**config.mk**
```make
export PLATFORM = sky130hd
export DESIGN_NAME = axi_ddr_read_ctrl
export DESIGN_NICKNAME = d
export VERILOG_FILES = /design/src/rtl/axi_ddr_read_ctrl.sv
export SDC_FILE = /design/constraint.sdc
export NUM_CORES = 2
export LEC_CHECK = 0
export CORE_MARGIN = 1.5
export CORE_UTILIZATION = 40
export DETAILED_ROUTE_END_ITERATION = 16
export HOLD_SLACK_MARGIN = 0.1
export PLACE_DENSITY_LB_ADDON = 0.1
export SYNTH_ARGS = -nofsm -noshare
export SYNTH_HDL_FRONTEND = slang
export SYNTH_SLANG_ARGS = --single-unit
```
**constraint.sdc**
```tcl
create_clock -name aclk -period 16.1 [get_ports aclk]
set_input_delay 3.22 -clock aclk [delete_from_list [all_inputs] [get_ports aclk]]
set_output_delay 3.22 -clock aclk [all_outputs]
set_load 0.05 [all_outputs]
```
**src/rtl/axi_ddr_read_ctrl.sv**
```systemverilog
// AXI4 read front end for the DDR4 controller: buffers AR requests, expands bursts into
// per-beat DDR read commands under a return-buffer credit limit, and returns data in order on R.

module axi_ddr_read_ctrl_fifo #(
   parameter int WIDTH = 8,
   parameter int DEPTH = 4
) (
   input  logic             aclk,
   input  logic             rst_n,
   input  logic             push,
   input  logic [WIDTH-1:0] din,
   input  logic             pop,
   output logic [WIDTH-1:0] dout,
   output logic             full,
   output logic             empty
);
   localparam int            AW       = $clog2(DEPTH);
   localparam logic [AW:0]   FULL_CNT = DEPTH[AW:0];

   logic [WIDTH-1:0] mem [DEPTH];
   logic [AW-1:0]    wr_ptr, rd_ptr;
   logic [AW:0]      count;
   logic             do_push, do_pop;

   assign full    = (count == FULL_CNT);
   assign empty   = (count == '0);
   assign do_pop  = pop && !empty;
   assign do_push = push && (!full || do_pop);
   assign dout    = mem[rd_ptr];

   // NOTE: storage is not reset; the reset pointers/count guarantee stale words are never presented as valid.
   always_ff @(posedge aclk)
      if (do_push) mem[wr_ptr] <= din;

   always_ff @(posedge aclk or negedge rst_n) begin
      if (!rst_n) begin
         wr_ptr <= '0;
         rd_ptr <= '0;
         count  <= '0;
      end else begin
         if (do_push) wr_ptr <= wr_ptr + AW'(1);
         if (do_pop)  rd_ptr <= rd_ptr + AW'(1);
         count <= count + {{AW{1'b0}}, do_push} - {{AW{1'b0}}, do_pop};
      end
   end
endmodule

module axi_ddr_read_ctrl #(
   parameter int DATAWIDTH = 128,
   parameter int IDWIDTH   = 3,
   parameter int ADDRSIZE  = 34,
   parameter int AR_DEPTH  = 4,
   parameter int RDQ_DEPTH = 8
) (
   input  logic                 aclk,
   input  logic                 rst_n,
   input  logic                 arvalid,
   input  logic [IDWIDTH-1:0]   arid,
   input  logic [ADDRSIZE-1:0]  araddr,
   input  logic [7:0]           arlen,
   input  logic [2:0]           arsize,
   input  logic [1:0]           arburst,
   output logic                 arready,
   output logic                 rvalid,
   input  logic                 rready,
   output logic [DATAWIDTH-1:0] rdata,
   output logic [IDWIDTH-1:0]   rid,
   output logic [1:0]           rresp,
   output logic                 rlast,
   output logic                 rd_cmd_valid,
   input  logic                 rd_cmd_ready,
   output logic [ADDRSIZE-1:0]  rd_cmd_addr,
   input  logic                 rd_data_valid,
   input  logic [DATAWIDTH-1:0] rd_data,
   input  logic                 rd_data_err,
   output logic                 busy
);
   localparam int                ARW      = IDWIDTH + ADDRSIZE + 8 + 3 + 2;
   localparam int                OW       = $clog2(RDQ_DEPTH) + 1;
   localparam logic [OW-1:0]     CREDITS  = RDQ_DEPTH[OW-1:0];
   localparam logic [2:0]        MAX_SIZE = 3'($clog2(DATAWIDTH/8));
   localparam logic [ADDRSIZE-1:0] ONE    = ADDRSIZE'(1);

   typedef enum logic {IDLE, BURST} state_t;
   typedef enum logic [1:0] {MODE_FIXED, MODE_INCR, MODE_WRAP} mode_t;

   state_t               state, next_state;
   mode_t                mode, q_mode;
   logic                 ar_en, ar_avail_q, ar_avail, ar_pop, ar_full, ar_empty;
   logic [ARW-1:0]       ar_dout;
   logic [IDWIDTH-1:0]   q_id, b_id, m_id;
   logic [ADDRSIZE-1:0]  q_addr, addr, next_addr, bytes, aligned, incr_addr, wrap_len;
   logic [7:0]           q_len, b_len, beat_cnt;
   logic [2:0]           q_size, b_size;
   logic [1:0]           q_burst;
   logic [OW-1:0]        outstanding;
   logic                 cmd_fire, r_fire, last_beat, m_last, meta_empty, meta_full;
   logic                 dq_empty, dq_full, d_err;
   logic [DATAWIDTH-1:0] d_data;
   logic                 unused_ok;

   assign arready = ar_en && !ar_full;
   // Availability is qualified by a registered copy so a fresh AR spends one extra cycle in the FIFO.
   assign ar_avail = ar_avail_q && !ar_empty;
   assign {q_id, q_addr, q_len, q_size, q_burst} = ar_dout;

   axi_ddr_read_ctrl_fifo #(.WIDTH(ARW), .DEPTH(AR_DEPTH)) u_ar_fifo (
      .aclk(aclk), .rst_n(rst_n), .push(arvalid && arready),
      .din({arid, araddr, arlen, arsize, arburst}), .pop(ar_pop),
      .dout(ar_dout), .full(ar_full), .empty(ar_empty));

   always_comb begin
      q_mode = MODE_INCR;
      if (q_burst == 2'b00)
         q_mode = MODE_FIXED;
      else if (q_burst == 2'b10 && (q_len == 8'd1 || q_len == 8'd3 || q_len == 8'd7 || q_len == 8'd15))
         q_mode = MODE_WRAP;
   end

   // NOTE: every always_comb output gets a default first so no path can infer a latch.
   always_comb begin
      next_state   = state;
      ar_pop       = 1'b0;
      rd_cmd_valid = 1'b0;
      case (state)
         IDLE: if (ar_avail) begin
            ar_pop     = 1'b1;
            next_state = BURST;
         end
         BURST: begin
            rd_cmd_valid = (outstanding < CREDITS);
            if ((outstanding < CREDITS) && rd_cmd_ready && last_beat) next_state = IDLE;
         end
         default: next_state = IDLE;
      endcase
   end

   assign cmd_fire  = rd_cmd_valid && rd_cmd_ready;
   assign last_beat = (beat_cnt == b_len);

   always_comb begin
      bytes     = ONE << b_size;
      aligned   = addr & ~(bytes - ONE);
      incr_addr = aligned + bytes;
      wrap_len  = (ADDRSIZE'(b_len) + ONE) << b_size;
      next_addr = incr_addr;
      case (mode)
         MODE_FIXED: next_addr = addr;
         MODE_WRAP:  if ((incr_addr & (wrap_len - ONE)) == '0) next_addr = incr_addr - wrap_len;
         default:    next_addr = incr_addr;
      endcase
   end

   always_ff @(posedge aclk or negedge rst_n) begin
      if (!rst_n) begin
         state       <= IDLE;
         ar_en       <= 1'b0;
         ar_avail_q  <= 1'b0;
         mode        <= MODE_INCR;
         b_id        <= '0;
         b_len       <= '0;
         b_size      <= '0;
         addr        <= '0;
         beat_cnt    <= '0;
         outstanding <= '0;
      end else begin
         state      <= next_state;
         ar_en      <= 1'b1;
         ar_avail_q <= !ar_empty;
         if (ar_pop) begin
            b_id     <= q_id;
            b_len    <= q_len;
            b_size   <= (q_size > MAX_SIZE) ? MAX_SIZE : q_size;
            mode     <= q_mode;
            addr     <= q_addr;
            beat_cnt <= '0;
         end else if (cmd_fire) begin
            addr     <= next_addr;
            beat_cnt <= beat_cnt + 8'd1;
         end
         case ({cmd_fire, r_fire})
            2'b10:   outstanding <= outstanding + OW'(1);
            2'b01:   outstanding <= outstanding - OW'(1);
            default: outstanding <= outstanding;
         endcase
      end
   end

   assign rd_cmd_addr = addr;

   axi_ddr_read_ctrl_fifo #(.WIDTH(IDWIDTH + 1), .DEPTH(RDQ_DEPTH)) u_meta_fifo (
      .aclk(aclk), .rst_n(rst_n), .push(cmd_fire), .din({b_id, last_beat}), .pop(r_fire),
      .dout({m_id, m_last}), .full(meta_full), .empty(meta_empty));

   // Return data with nothing outstanding is stray and dropped.
   axi_ddr_read_ctrl_fifo #(.WIDTH(DATAWIDTH + 1), .DEPTH(RDQ_DEPTH)) u_data_fifo (
      .aclk(aclk), .rst_n(rst_n), .push(rd_data_valid && (outstanding != '0)),
      .din({rd_data, rd_data_err}), .pop(r_fire),
      .dout({d_data, d_err}), .full(dq_full), .empty(dq_empty));

   assign rvalid    = !dq_empty;
   assign r_fire    = rvalid && rready;
   assign rdata     = rvalid ? d_data : '0;
   assign rid       = rvalid ? m_id : '0;
   assign rlast     = rvalid && m_last;
   assign rresp     = (rvalid && d_err) ? 2'b10 : 2'b00;
   assign busy      = (state == BURST) || !ar_empty || !meta_empty;
   assign unused_ok = &{1'b0, meta_full, dq_full};
endmodule
```
==> impl_metrics.tcl <==
set metrics [dict create \
    ys_seq_area_frac 0.723 \
    routed_wl_um 135000 \
    synth_compound_area_frac 0.0317 \
    cp-start-kind "flop" \
    cts_tree "yes" \
    reg2reg_slack_ps 9410 \
    cap_violations 0 \
    port_buffers 355 \
    fin_crit_ps 8510 \
    grt_max_degree 115 \
    synth_area_leaders "edfxtp_1, mux4_2, dfrtp_1" \
    crit_fanout 73 \
    critical_path_class "reg -> out" \
    synth_fa_ha_area_frac 0.0129 \
    setup_viol 0 \
    crit_family "buffers and inverters" \
    dieHeight_um 376 \
    viasPerCell 5.46 \
    required_ps 12880 \
    htreeDepth 4 \
    ir_drop_v 0.000186 \
    synth-seq-cells 1356 \
    rr_endpoint "rd_cmd_addr[30]" \
    dpl.hpwl_um 79400 \
    drv_slew 0 \
    syn_nets 3237 \
    r2r_cells 21 \
    synthCells 2999 \
    cp_slowest_cell "dfrtp_4" \
    period_share 0.528 \
    synth_edf_count 1264 \
    status "finished, final reports clean" \
    root_buffer "clkbuf_16" \
    ios 357 \
    fin_skew_ps 36.6 \
    power_w 0.0137 \
    fp.dieW_um 376 \
    gp_congestion 0.856 \
    antenna_found_initial 22 \
    yosysTopAreaCellShare 0.681 \
    worstMarginPinSlew_ps 1230 \
    post_drt_wl_per_cell_um 25.5 \
    synth_area_um2 55700 \
    yosys_most_used_dff "edfxtp_1" \
    ctsHoldBuffers 0 \
    drtAntennaViolNets 0 \
    rsz0062_at_grt "false" \
    cts_resized 0 \
    start_util 0.404 \
    path_common_cell "buf_4" \
    cts_buffers 147 \
    regToRegStartpoint "b_size[0]" \
    setup-tns-final_ps 0 \
    max_freq_mhz 118 \
    synthMuxAreaShare 0.154 \
    gr-total-overflow 0 \
    fillers 11500 \
    yosysWarnings 0 \
    cts_max_path_buffers 3 \
    via_count 29000 \
    cts_sinks 1356 \
    ys_types 91 \
    layout.nets 3636 \
    synthSimpleGateAreaFrac 0.0465 \
    final_common_cell "edfxtp_1" \
    p_leak_nw 21.9 \
    finalNonFillerCells 5309 \
    die-area_um2 141000 \
    area_growth_pct 18.4 \
    drc 0 \
    powerDensity_nw_per_um2 207 \
    hold_path_end "u_data_fifo.wr_ptr[2]" \
    final_core_util 0.478 \
    cts_setup_buffers 0 \
    drt_pre_antenna_iters 5 \
    cp_cell_sequence "buf_4, buf_4, mux4_2, mux2i_1, nor2_1, clkdlybuf4s50_1" \
    layout_common_cells "edfxtp_1, clkdlybuf4s50_1, mux4_2" \
    coreArea_um2 138000 \
    synth_top_family_by_area "multiplexers" \
    postSynth.asyncResetShare 0.0678 \
    crit_start "u_data_fifo.rd_ptr[1]" \
    hold_path_startpoint "u_data_fifo.wr_ptr[2]" \
    drtIter0Drc 1671 \
    grt_pass1_vias 31000 \
    std_cell_rows 136 \
    drive_gt1_frac 0.175 \
    grt_pass1_wl_um 201000 \
    clk_latency_ps 760 \
    slew_headroom 0.177 \
    critPathBufInv 3 \
    max_stage_delay_ps 1050 \
    synth_area_leader_cell "edfxtp_1" \
    avgSynthCellArea_um2 18.6 \
    post-place-cells 5043 \
    synthXorXnorAreaFrac 0.0159 \
    grtUsageTotal 0.192 \
    hold_depth 1 \
    arrival_ps 5290 \
    hold_class "reg -> reg" \
    hold_violations 0 \
    clkTransAtPathRegs_ps 60 \
    critPathCaptureType "output pin" \
]
[where the power goes]
part,internal (W),switching [W],total [W]
clock,0.00183,0.00136,0.00319
combinational,0.00214,0.00349,0.00563
sequential,0.00446,0.000393,0.00485
[stage by stage]
step	instance area [um2]	worst slack, ps	hold slack, ps
final	65900	7590	505
after global routing	65900	7280	524
after CTS	65900	7380	501
after detailed placement	61400	8230	490
after global placement	61400	8230	487
after floorplan	55700	1960	457
[synthesized netlist by cell type (8+ instances only)]
library cell  instances
ha_1                 48
xor2_1               40
o211ai_1             15
or3_1                20
a21oi_1              58
dfrtp_1              91
clkbuf_1             88
mux2i_1             142
inv_1                60
nand3_1              27
o21ai_0              58
and2_1               11
nand4_1              13
a22oi_1              16
mux4_2              316
edfxtp_1           1264
nor3b_1              12
a211oi_1             10
buf_1                46
buf_2                13
and3_1               18
a21o_1               13
o22ai_1              14
nor2b_1              11
o21a_1               13
nor3_1               36
nor2_1              212
nand2_1             130
a31oi_1               8
xnor2_1              61
nand2b_1             12
[per-layer routing]
metal  vias up  share of wire  track usage
li1      12800              -            -
met1     15200           0.41        0.243
met2       699           0.51        0.330
met3       222          0.054       0.0444
met4        30          0.022       0.0536
met5         -         0.0012            0
[flip-flops by register name, summed over array words and instances (netlist names), 3 cells and up]
register / flops
rd_cmd_addr: 34
u_data_fifo.count: 4
u_meta_fifo.rd_ptr: 3
outstanding: 4
u_ar_fifo.mem: 200
u_meta_fifo.count: 4
b_size: 3
u_data_fifo.rd_ptr: 3
u_ar_fifo.count: 3
b_id: 3
u_data_fifo.wr_ptr: 3
u_meta_fifo.mem: 32
u_meta_fifo.wr_ptr: 3
beat_cnt: 8
u_data_fifo.mem: 1032
b_len: 8
[cell families after synthesis]
family / Yosys count
compound gates: 260
xor+xnor: 101
fa+ha+maj: 55
buf+inv: 218
flops: 1356
mux: 463
other cells: 2
simple gates: 544
[cell type report]
type                       count  area (um2)  area share
multi-input combinational   1425       14600       0.222
sequential                  1356       40300       0.611
clock inverter                76         726      0.0110
tap                         1794        2240      0.0340
timing repair buffer         406        3970      0.0602
antenna                        4        10.0    0.000152
clock buffer                 186        3850      0.0583
inverter                      62         234     0.00355
[worst max-delay path by stage]
stage | to | depth (start not counted)
finish | rdata[126] | 6
floorplan | u_data_fifo.mem[6][0] | 4
detailed placement | rdata[17] | 6
global placement | rdata[4] | 6
CTS | rdata[17] | 6
global route | rdata[110] | 6
Note: power is estimated with default switching activity, not from simulation.
